## src/rtl/rgp16_pkg.sv

```systemverilog
`default_nettype none
// ============================================================================
// Module      : rgp16_pkg
// Description : Shared constants and types for the RGP16 fetch/decode front
//               end. It holds the default word width, the NOP bubble word and
//               the encoding of the instruction assembler states.
// Revision    : 1.0 - initial release
// ============================================================================
package rgp16_pkg;

  localparam int          DEFAULT_WIDTH = 16;
  localparam logic [15:0] NOP_DEFAULT   = 16'h0F00;

  // These are the states of the instruction assembler.
  // S_FIRST is waiting for an opcode word.
  // S_SECOND holds an opcode and waits for its immediate word.
  typedef enum logic {
    S_FIRST  = 1'b0,
    S_SECOND = 1'b1
  } asm_state_t;

endpackage
`default_nettype wire

```

## src/rtl/fetch_fifo.sv

```systemverilog
`default_nettype none
// ============================================================================
// Module      : fetch_fifo
// Description : Synchronous word FIFO that sits between instruction memory and
//               the instruction assembler. The read data is presented
//               combinationally from the head entry.
// Ports       : clk, reset_n   - clock, asynchronous active-low reset
//               push, wr_data  - write request and data; ignored when full
//               pop, rd_data   - read request, head word; ignored when empty
//               clear          - synchronous discard of all contents
//               full, empty    - occupancy flags
//               count          - occupancy, 0..DEPTH
// Revision    : 1.0 - initial release
// ============================================================================
module fetch_fifo #(
  parameter int WIDTH = 16,
  parameter int DEPTH = 4
) (
  input  logic                   clk,
  input  logic                   reset_n,
  input  logic                   push,
  input  logic [WIDTH-1:0]       wr_data,
  input  logic                   pop,
  output logic [WIDTH-1:0]       rd_data,
  input  logic                   clear,
  output logic                   full,
  output logic                   empty,
  output logic [$clog2(DEPTH):0] count
);

  localparam int PW = $clog2(DEPTH);
  localparam int CW = PW + 1;
  localparam logic [CW-1:0] FULL_COUNT = CW'(DEPTH);

  logic [WIDTH-1:0] mem [DEPTH];
  logic [PW-1:0]    wr_ptr;
  logic [PW-1:0]    rd_ptr;
  logic             do_push;
  logic             do_pop;

  assign full    = (count == FULL_COUNT);
  assign empty   = (count == '0);
  assign do_push = push && !full && !clear;
  assign do_pop  = pop && !empty && !clear;
  assign rd_data = mem[rd_ptr];

  always_ff @(posedge clk) begin
    if (do_push) begin
      mem[wr_ptr] <= wr_data;
    end
  end

  // DEPTH is a power of two, so the pointers wrap by natural overflow.
  always_ff @(posedge clk or negedge reset_n) begin
    if (!reset_n) begin
      wr_ptr <= '0;
      rd_ptr <= '0;
      count  <= '0;
    end else if (clear) begin
      wr_ptr <= '0;
      rd_ptr <= '0;
      count  <= '0;
    end else begin
      if (do_push) wr_ptr <= wr_ptr + 1'b1;
      if (do_pop)  rd_ptr <= rd_ptr + 1'b1;
      case ({do_push, do_pop})
        2'b10:   count <= count + 1'b1;
        2'b01:   count <= count - 1'b1;
        default: count <= count;
      endcase
    end
  end

endmodule
`default_nettype wire

```

## src/rtl/if_id_fetch_buf.sv

```systemverilog
`default_nettype none
// ============================================================================
// Module      : if_id_fetch_buf
// Description : This is the IF/ID boundary buffer. A small word FIFO separates
//               fetch from decode. An assembler merges an opcode word with
//               EXT_BIT set and the following word, which becomes the
//               immediate. The buffer supports valid/ready fetch handshaking,
//               a decode stall and a branch flush.
// Ports       : clk, reset_n      - clock, asynchronous active-low reset
//               fetch_data_in     - word from instruction memory
//               fetch_valid_in    - fetch_data_in is valid
//               fetch_ready_out   - buffer accepts a word (combinational)
//               stall_in          - ID cannot accept; hold the outputs
//               flush_in          - discard all buffered and partial state
//               instruc_out       - instruction word (NOP when bubble)
//               imediat_out       - immediate word (0 for 1-word instr)
//               is_long_out       - output is a 2-word instruction
//               valid_out         - outputs carry a real instruction
//               count_out         - FIFO occupancy
// Revision    : 1.0 - initial release
// ============================================================================
module if_id_fetch_buf
  import rgp16_pkg::*;
#(
  parameter int               WIDTH   = DEFAULT_WIDTH,
  parameter int               DEPTH   = 4,
  parameter int               EXT_BIT = 15,
  parameter logic [WIDTH-1:0] NOP     = WIDTH'(NOP_DEFAULT)
) (
  input  logic                   clk,
  input  logic                   reset_n,
  input  logic [WIDTH-1:0]       fetch_data_in,
  input  logic                   fetch_valid_in,
  output logic                   fetch_ready_out,
  input  logic                   stall_in,
  input  logic                   flush_in,
  output logic [WIDTH-1:0]       instruc_out,
  output logic [WIDTH-1:0]       imediat_out,
  output logic                   is_long_out,
  output logic                   valid_out,
  output logic [$clog2(DEPTH):0] count_out
);

  logic             fifo_full;
  logic             fifo_empty;
  logic             push;
  logic             pop;
  logic [WIDTH-1:0] head_word;
  logic [WIDTH-1:0] hold_reg;
  asm_state_t       state;

  // Ready drops during a flush. Fetch then re-presents the word instead of
  // the word being silently discarded by the clear.
  assign fetch_ready_out = !fifo_full && !flush_in;
  assign push            = fetch_valid_in && fetch_ready_out;
  assign pop             = !fifo_empty && !stall_in && !flush_in;

  fetch_fifo #(
    .WIDTH (WIDTH),
    .DEPTH (DEPTH)
  ) u_fifo (
    .clk     (clk),
    .reset_n (reset_n),
    .push    (push),
    .wr_data (fetch_data_in),
    .pop     (pop),
    .rd_data (head_word),
    .clear   (flush_in),
    .full    (fifo_full),
    .empty   (fifo_empty),
    .count   (count_out)
  );

  always_ff @(posedge clk or negedge reset_n) begin
    if (!reset_n) begin
      state       <= S_FIRST;
      hold_reg    <= '0;
      instruc_out <= NOP;
      imediat_out <= '0;
      is_long_out <= 1'b0;
      valid_out   <= 1'b0;
    end else if (flush_in) begin
      state       <= S_FIRST;
      hold_reg    <= '0;
      instruc_out <= NOP;
      imediat_out <= '0;
      is_long_out <= 1'b0;
      valid_out   <= 1'b0;
    end else if (!stall_in) begin
      // Default to a bubble. A pop below may overwrite it.
      instruc_out <= NOP;
      imediat_out <= '0;
      is_long_out <= 1'b0;
      valid_out   <= 1'b0;
      if (pop) begin
        case (state)
          S_FIRST: begin
            if (head_word[EXT_BIT]) begin
              hold_reg <= head_word;
              state    <= S_SECOND;
            end else begin
              instruc_out <= head_word;
              valid_out   <= 1'b1;
            end
          end
          default: begin
            // The immediate word is taken as-is. Its EXT_BIT has no meaning.
            instruc_out <= hold_reg;
            imediat_out <= head_word;
            is_long_out <= 1'b1;
            valid_out   <= 1'b1;
            state       <= S_FIRST;
          end
        endcase
      end
    end
  end

endmodule
`default_nettype wire

```

## config.mk

```make
export PLATFORM = sky130hd
export DESIGN_NAME = if_id_fetch_buf
export DESIGN_NICKNAME = d
export VERILOG_FILES = /design/src/rtl/rgp16_pkg.sv /design/src/rtl/fetch_fifo.sv /design/src/rtl/if_id_fetch_buf.sv
export SDC_FILE = /design/constraint.sdc
export NUM_CORES = 1
export LEC_CHECK = 0
export BUFFER_PORTS_ARGS = -buffer_cell sky130_fd_sc_hd__buf_2
export CAP_MARGIN = 20
export CORE_MARGIN = 2
export CORE_UTILIZATION = 45
export DETAILED_ROUTE_END_ITERATION = 10
export GPL_TIMING_DRIVEN = 0
export SYNTH_ARGS = -nofsm -noshare
export SYNTH_HDL_FRONTEND = slang
export SYNTH_SLANG_ARGS = --single-unit
```

## constraint.sdc

```tcl
create_clock -name clk -period 5 [get_ports clk]
set_clock_uncertainty 0.15 [all_clocks]
set_input_delay 0.5 -clock clk [delete_from_list [all_inputs] [get_ports clk]]
set_output_delay 0.5 -clock clk [all_outputs]
set_load 0.02 [all_outputs]
```

# Yosys cells after proc, flatten, opt, wreduce, memory -nomap -nowiden
# Memory sizes are Yosys's and may differ from the RTL's.
# Index checks and enable logic that the tools add are counted.
# totals
wordCells,75
register_bits,58
input_bits,21
ram_bits,64
n_memories,1
out_inout_bits,38
# op_classes
mux,36
n_reduce_logical,20
add_sub_neg,4
eq_ne,5
# mem_list
name,words,word_bits,rd,rd_clocked_by_memory_dff,write_ports,line_no,rtl
u_fifo.mem,4,16,1,0,1,fetch_fifo.sv:35,logic [WIDTH-1:0] mem [DEPTH];
# ops
op,n
2-to-1 mux 16 bit,13
2-to-1 mux 1 bit,16
2-to-1 mux 15 bit,1
logical AND 1 bit,8
2-to-1 mux 2 bit,4
nonzero test 2 bit,4
case mux 3 bit (2 select lines),1
adder 2 x 1 -> 2 bit (second input constant),2
zero test 1 bit,4
AND reduction 4 bit,1
adder 3 x 1 -> 3 bit (second input constant),1
== test 3 bit (second input constant),1
zero test 3 bit,1
2-to-1 mux 3 bit,1
nonzero test 3 bit,1
subtractor 3 x 1 -> 3 bit (second input constant),1
== test 2 x 1 -> 1 bit (second input constant),1
== test 2 bit (second input constant),1
inequality test 2 x 1 -> 1 bit (second input constant),1
inequality test 2 bit (second input constant),1
AND reduction 2 bit,1

# Logic depth before layout (Yosys ltp)
# Gate-level depths: netlist of run 1.
# depth
ltp_word,9
ltp_mapped,8
depth_no_buf,7

# By module
# Synthesis of run 1 repeated with hierarchy kept, for this count alone.
# hier_totals
hier_cells,302
area_unflattened_um2,4982.3
# modules_own_cells
module,cells_per_inst,area_per_inst_um2,instances,seq_area_each_um2
fetch_fifo,149,2916.5,1,2097.0
if_id_fetch_buf,153,2065.7,1,1281.2

# Worst setup path after synthesis of run 1
# No wires, ideal clock.
# synth_timing
path_type,input port to flip-flop
start,input flush_in
end,register u_fifo.count[2]
arrival_time_ns,2.383
t_required_ns,4.722
path_buffers,2
stages,8
setup_time_ns,0.128
path_slack_ns,2.339
path_cell_list,buf_2 > nor3b_1 > buf_2 > nor2_1 > fa_1 > or3_1 > o32ai_1 > mux2_1
# synth_via
elab_chain_cells,8
word_cells_on_any_way,13
cone_classes,eq/ne: 2; mux: 2; reduce/logical: 9
# synth_lines
item,line_no,rtl
start: declaration,if_id_fetch_buf.sv:36,"input logic flush_in,"
zero test 1 bit,n/a,
logical AND 1 bit,if_id_fetch_buf.sv:54,assign fetch_ready_out = !fifo_full && !flush_in;
logical AND 1 bit,if_id_fetch_buf.sv:55,assign push = fetch_valid_in && fetch_ready_out;
logical AND 1 bit (2 in series),fetch_fifo.sv:43,assign do_push = push && !full && !clear;
== test 2 x 1 -> 1 bit or == test 2 bit (tied branches),fetch_fifo.sv:66,"case ({do_push, do_pop})"
case mux 3 bit (2 select lines),fetch_fifo.sv:66,
2-to-1 mux 3 bit,fetch_fifo.sv:59,end else if (clear) begin
end signal: assignment,fetch_fifo.sv:67,2'b10: count <= count + 1'b1;
end signal: assignment,fetch_fifo.sv:68,2'b01: count <= count - 1'b1;
end signal: assignment,fetch_fifo.sv:69,default: count <= count;
end: declaration,fetch_fifo.sv:28,output logic [$clog2(DEPTH):0] count
# Parallel ways exist; a longest one is shown, timed or not.
# A chain may end at the register's enable or synchronous reset.

# Final worst setup path of run 1
# layout_timing
start,register u_fifo.count[2]
end,register u_fifo.count[2]
# layout_via
elab_chain_cells,9
word_cells_on_any_way,19
cone_classes,add/sub: 2; eq/ne: 3; mux: 2; reduce/logical: 12
# layout_lines
item,line_no
== test 3 bit or zero test 3 bit (tied branches),"fetch_fifo.sv:41, fetch_fifo.sv:42"
zero test 1 bit (on tied branches),n/a
logical AND 1 bit (on tied branches),"if_id_fetch_buf.sv:54, if_id_fetch_buf.sv:56"
logical AND 1 bit (on tied branches),"if_id_fetch_buf.sv:55, if_id_fetch_buf.sv:56"
logical AND 1 bit (on tied branches) (2 in series),"fetch_fifo.sv:43, fetch_fifo.sv:44"
== test 2 x 1 -> 1 bit or == test 2 bit (tied branches),fetch_fifo.sv:66
case mux 3 bit (2 select lines),fetch_fifo.sv:66
2-to-1 mux 3 bit,fetch_fifo.sv:59
# Parallel ways exist; a longest one is shown, timed or not.

==> metrics.md, run 1 <==
| Metric | Value |
|---|---|
| Status | `complete, no violations` |
| Actual slew at the worst max-slew pin | `0.870 ns` |
| Worst vdd ir | `0.000248 V` |
| Initial antenna violation count | `0` |
| Routed wire length | `9700 um` |
| Clock buffer depth | `2` |
| Top cell type's share of synthesized area | `39.4%` |
| Top reg by flops | `u_fifo.mem` |
| Final nets | `406` |
| Starting Density | `45.6%` |
| ANT nets after route | `0` |
| Synth top area cells | `edfxtp_1, dfrtp_1, mux4_2` |
| Clk slew on worst S/H paths | `0.05 ns` |
| Crit start category | `flop` |
| First-pass GRT wire length | `15600 um` |
| Placed cell area | `0.00536 mm^2` |
| Inserted Clock Buffers | `17` |
| Most used cell, CP | `nor3b_1` |
| Site row count | `38` |
| WP data required | `5.26 ns` |
| GRT Total Usage | `18.5%` |
| Logic gate share of total power | `20.1%` |
| Sequential power share | `41.5%` |
| CTS tree | `built` |
| Dpl ws | `2.05 ns` |
| Leakage Power | `0.00246 uW` |
| Area Growth Syn to Fin | `21.4%` |
| Fin crit share | `54.6%` |
| Vias per inst | `5.34` |
| Die W | `108 um` |
| Syn avg cell area | `16.2 um^2` |
| Max incr delay on CP | `0.42 ns` |
| CTS Root Cell | `clkbuf_8` |
| Distinct cells, synth | `41` |
| DRT iter0 DRCs | `173` |
| Yosys reg bits | `122` |
| R2R Setup Slk | `2.27 ns` |
| Final Hold Violating Endpoints | `0` |
| Max Used Layer | `met4` |
| Final min period | `2.73 ns` |
| Clock share of power | `38.4%` |
| Final setup margin | `2.27 ns` |
| Cell Count, Final, Fillers Out | `533` |
| WS Path Type | `flop to flop` |
| Sw power | `838 uW` |
| Largest net degree at the start of global routing | `37` |
| Synthesized instance count | `301` |
| Total length of routed met2 wires | `4490 um` |
| ANT cells | `0` |
| Setup TNS | `0 ns` |
| RSZ-0062 raised after global routing | `false` |
| FFs w/ async S/R, synth | `47.5%` |
| Maximum fanout along the worst path | `10` |
| Crit path capture type | `flop` |
| Critical-path cell list | `nor3b_1 -> nor3b_1 -> buf_2 -> nor2_1 -> fa_1 -> or3_1 -> o32ai_1 -> mux2_1` |
| Int Power | `2120 uW` |
| Ys flop type | `edfxtp_1` |
| Final setup viols | `0` |
| Io pins | `59` |
| Slew margin rel. | `42.0%` |
| Fmax | `366 MHz` |
| Layout filler cell count | `886` |
| Slowest cell on the critical path | `dfrtp_1` |
| Fin area | `0.00592 mm^2` |
| Core footprint | `0.0107 mm^2` |
| Clock latency at the later pin of the worst-skew pair | `0.53 ns` |
| Worst hold endpoint | `u_fifo.mem[0][12]` |
| Net switching fraction of the power | `28.3%` |
| Slew Viols, Final | `0` |
| Max reg flops | `64` |
| Synth top cells by count | `edfxtp_1, dfrtp_1, a22o_1` |
| WHS Path Cells | `1` |
| Vias in the first global route | `2876` |
| Total vias in the final route | `2846` |
| Post-DP HPWL | `6440 um` |
| IO Port Bufs | `58` |
| DR WL/cell | `18.2 um` |
| R2R depth | `8` |
| Post-synthesis sequential area ratio | `69.2%` |
| First-pass detailed-route iteration total | `4` |
| Worst r2r src | `u_fifo.count[2]` |
| Ys Warns | `0` |
| EDFF count, synth | `64` |
| WL met3 | `451 um` |
| Top-count cell post-synth | `edfxtp_1` |
| Synthesized cell area | `0.00488 mm^2` |
| Min-delay src | `fetch_data_in[12]` |
| Fraction of layout cells with a size suffix above 1 | `32.1%` |
| Die area | `0.0117 mm^2` |
| Gpl congestion | `0.767` |
| Syn Nets | `327` |
| H-Tree Depth | `4` |
| CTS sink cnt | `122` |
| Max Cap Viol | `0` |
| Power Density | `500 mW/mm^2` |
| Critical path arrival | `2.99 ns` |
| Metal-1 WL | `4640 um` |
| Drt drc | `0` |
| Overflow after GRT | `0` |
| Die height | `108 um` |
| Reg2Reg Capture Point | `u_fifo.count[2]` |
| Yosys top cell by area | `edfxtp_1` |
| HP Class | `input port to flop` |
| Cells after DPL | `500` |
==> through the flow <==
stage                     hold WS (ns)  total power, uW  utilization (%)
after global routing            0.0232             3100             55.4
after global placement           0.307             1830             50.0
after floorplan                 0.0544             1660                -
after CTS                      0.00924             2990             55.4
after detailed placement         0.316             1840             50.1
final                           0.0346             2960             55.4
==> critical path: cells and delay by family (launching register included) <==
kind                       cells  cell delay (ns)
muxes                          1             0.34
AOI/OAI and AO/OA              1             0.14
DFF                            1             0.42
and+or+nand+nor                4             0.92
adders and majority gates      1             0.38
buffers and inverters          1             0.26
==> power groups by stage <==
stage	combinational, uW	clock, uW	sequential, uW
3_5_place_dp	597	0	1250
3_3_place_gp	586	0	1240
4_1_cts	602	1160	1230
5_1_grt	654	1200	1240
2_1_floorplan	386	0	1270
6_report	596	1140	1230
==> per-layer routing <==
metal	track usage, %	up-vias
met1	26.0	1443
met3	5.61	12
met2	26.4	78
met5	0	-
met4	8.88	0
li1	-	1313
==> how the worst max path moves through the flow <==
stage / startpoint / to / cells past startpoint
finish: u_fifo.count[2] / u_fifo.count[2] / 8
detailed placement: flush_in / u_fifo.count[2] / 9
CTS: u_fifo.count[2] / u_fifo.count[2] / 8
global placement: flush_in / u_fifo.count[2] / 9
global route: u_fifo.count[0] / u_fifo.count[2] / 8
floorplan: flush_in / u_fifo.count[2] / 8
==> area by class of cell <==
cell class | count | area, um^2 | area share [%]
buffer | 16 | 101 | 1.71
clock buffer | 20 | 425 | 7.18
clock inverter | 12 | 125 | 2.11
inverter | 4 | 15.0 | 0.253
multi-input combinational | 159 | 1380 | 23.4
sequential | 122 | 3380 | 57.0
tap | 140 | 175 | 2.96
timing repair buffer | 60 | 320 | 5.41
==> placed cells by master (no fill, tap or decap), drive strengths merged, types with 4 or more instances in the layout <==
cell type  count
o21ai         11
and2          16
clkbuf        23
nand2         11
ha             4
a22o          24
edfxtp        64
mux2i          9
nor3           4
nor2b          4
clkinvlp       5
mux4          11
inv            5
clkinv         4
a221o         11
a22oi          4
dfstp          4
dfrtp         54
mux2           9
o2bb2ai        4
buf           72
a21oi          6
nor2          14
==> cells by family (layout without fill, tap and decap cells) <==
group,Yosys count,after routing,share of synthesized area [%]
xor gates and xnor gates,3,3,0.539
AOI/OAI and AO/OA,64,64,10.7
buffers and inverters,20,112,2.38
adders and majority gates,5,5,1.44
DFF,122,122,69.2
muxes,29,29,9.23
and+or+nand+nor,58,58,6.46
==> timing repair <==
item / 4_1_cts / 5_1_grt
resized for setup: 0 / 0
buffers inserted: 0 / 0
hold buffers: 1 / 0
hold endpoints to repair: 35 / 0
Note: power is estimated with default switching activity, not from simulation.
==> run 2, diff against run 1 <==
--- a/config.mk
+++ b/config.mk
@@ -11,6 +11,7 @@
 export CORE_UTILIZATION = 45
 export DETAILED_ROUTE_END_ITERATION = 10
 export GPL_TIMING_DRIVEN = 0
+export PLACE_DENSITY = 0.67
 export SYNTH_ARGS = -nofsm -noshare
 export SYNTH_HDL_FRONTEND = slang
 export SYNTH_SLANG_ARGS = --single-unit
==> constraint.sdc (replaced) <==
create_clock -name clk -period 2.2 [get_ports clk]
set_clock_uncertainty 0.15 [all_clocks]
set_input_delay 0.22 -clock clk [delete_from_list [all_inputs] [get_ports clk]]
set_output_delay 0.22 -clock clk [all_outputs]
set_load 0.02 [all_outputs]
==> run 2 against run 1 <==
The run now ends with setup timing left; sequential cell count stayed put; register-to-register slack got worse by 2.4 ns; final area increased by 4.5%; final cell count up 4.3%; combinational power rose by 150%; power rose by 130%; via count grew 1.9%; critical endpoint unchanged; largest power group unchanged.
==> metrics.md, run 2 (synthesized netlist as in run 1, its figures left out) <==
| Metric | Value |
|---|---|
| Leakage Power | `0.00258 uW` |
| Vias in the first global route | `2953` |
| Cells after DPL | `500` |
| CTS Root Cell | `clkbuf_8` |
| Crit start category | `flop` |
| Cell Count, Final, Fillers Out | `556` |
| Power Density | `1100 mW/mm^2` |
| Crit path capture type | `flop` |
| Vias per inst | `5.22` |
| Top reg by flops | `u_fifo.mem` |
| Die W | `108 um` |
| Actual slew at the worst max-slew pin | `0.726 ns` |
| CP delay by family, top | `simple AND/OR/NAND/NOR gates` |
| GRT Total Usage | `18.0%` |
| Status | `finished with violations` |
| Max Cap Viol | `0` |
| Worst vdd ir | `0.000444 V` |
| First-pass detailed-route iteration total | `4` |
| Met3 usage | `4.28%` |
| DRT iter0 DRCs | `147` |
| Die area | `0.0117 mm^2` |
| Total vias in the final route | `2900` |
| Fraction of layout cells with a size suffix above 1 | `36.1%` |
| Max reg flops | `64` |
| Layout filler cell count | `832` |
| Clock latency at the later pin of the worst-skew pair | `0.52 ns` |
| Most common cell after layout, fill and taps aside | `edfxtp_1` |
| Final Hold Violating Endpoints | `0` |
| Dpl ws | `-0.444 ns` |
| Slew margin rel. | `51.6%` |
| Critical-path cell list | `nor3b_4 -> nor3b_2 -> buf_4 -> nor2_2 -> fa_2 -> or3_4 -> o32ai_2 -> mux2_1` |
| Area Growth Syn to Fin | `27.0%` |
| Final setup viols | `1` |
| Io pins | `59` |
| Critical path arrival | `2.62 ns` |
| WHS Path Cells | `4` |
| DR WL/cell | `17.3 um` |
| Max incr delay on CP | `0.43 ns` |
| WP data required | `2.44 ns` |
| Fmax | `420 MHz` |
| Met1 global-route usage | `24.8%` |
| H-Tree Depth | `4` |
| Top Usage Layer GRT | `met2` |
| Fin crit share | `108%` |
| ANT nets after route | `0` |
| WS Path Type | `flop to flop` |
| Gpl congestion | `0.784` |
| RSZ-0062 raised after global routing | `true` |
| Final min period | `2.38 ns` |
| Overflow after GRT | `0` |
| Sum of buffers and inverters on the critical path | `1` |
| Inserted Clock Buffers | `17` |
| Drt drc | `0` |
| Site row count | `38` |
| Post-DP HPWL | `6220 um` |
| Slew Viols, Final | `0` |
| Clk slew on worst S/H paths | `0.05 ns` |
| Initial antenna violation count | `0` |
| Slowest cell on the critical path | `dfrtp_2` |
| Largest net degree at the start of global routing | `31` |
| Maximum fanout along the worst path | `4` |
| First-pass GRT wire length | `15400 um` |
| Clock buffer depth | `2` |
| Most frequent cells in the layout | `edfxtp_1, buf_2, dfrtp_1` |
| CTS sink cnt | `122` |
| IO Port Bufs | `58` |
| Core footprint | `0.0107 mm^2` |
| Met2 Track Usage GR | `27.7%` |
| Routed wire length | `9600 um` |
| Final nets | `429` |
| ANT cells | `0` |
| Critical path depth | `8` |
| Violated checks | `setup timing` |
| Final setup margin | `-0.179 ns` |
| CTS tree | `built` |
| Die height | `108 um` |
| R2R depth | `8` |
| Starting Density | `45.6%` |
| HP Class | `input port to flop` |
## run 2: cell types whose count changed in the layout (fill, tap and decap cells not counted), moves of 3 or more
cell,change
clkinv_2,-3
dlygate4sd3_1,+17
inv_6,+6
buf_4,+7
inv_8,+3
dfrtp_1,-3
and2_4,+3
dfrtp_2,+3
and2_1,-4
clkbuf_1,-4
## run 2: repair_timing
item	in CTS	in global routing
buffers inserted	4	2
hold buffers	18	0
resized for setup	6	6
setup endpoints to repair	65	6
endpoints found under the hold margin	89	0
pin swaps	3	1
## run 2: layer usage
layer | vias up | share of wire (%)
li1 | 1364 | -
met1 | 1456 | 47
met2 | 67 | 47
met3 | 13 | 4.3
met4 | 0 | 1.5
met5 | - | 0
## run 2: path summary, 6_finish.rpt
check	start	endpoint	slack, ns
worst max register to register	u_fifo.count[2]	u_fifo.count[2]	-0.18
worst min-delay path	fetch_valid_in	u_fifo.count[2]	0.06
worst min register to register	is_long_out	is_long_out	0.32
max in group asynchronous	reset_n	instruc_out[15]	1.14
min in group asynchronous	reset_n	imediat_out[6]	0.14
worst max-delay path	u_fifo.count[2]	u_fifo.count[2]	-0.18
## run 2: final cells by class
class	count	area (um^2)	share of cell area [%]
sequential	122	3380	54.6
multi-input combinational	159	1440	23.2
timing repair buffer	83	536	8.65
clock buffer	17	414	6.69
tap	140	175	2.83
clock inverter	15	129	2.08
buffer	16	105	1.70
inverter	4	15.0	0.242
## run 2: report_power, final
part | switching (uW) | leakage [uW] | internal [uW]
Combinational | 809 | 0.000954 | 670
Clock | 1100 | 0.000256 | 1420
Sequential | 149 | 0.00137 | 2660
Total | 2060 | 0.00258 | 4760
## run 2: through the flow
step / power (uW) / TNS [ns] / instance area, um^2 / hold slack, ns / util [%]
floorplan: 3810 / -0.285 / 4910 / -0.226 / -
global placement: 4190 / -6.72 / 5380 / 0.283 / 50.3
detailed placement: 4210 / -5.99 / 5400 / 0.167 / 50.5
CTS: 6830 / -0.146 / 6170 / 0.0455 / 57.7
global route: 7110 / -0.432 / 6190 / 0.0642 / 57.9
finish: 6810 / -0.179 / 6190 / 0.0572 / 57.9
## run 2: worst min-delay path: stages
cell and delay, ns:
buf_2 0.11, nand3b_1 0.09, o32ai_2 0.07, mux2_1 0.19
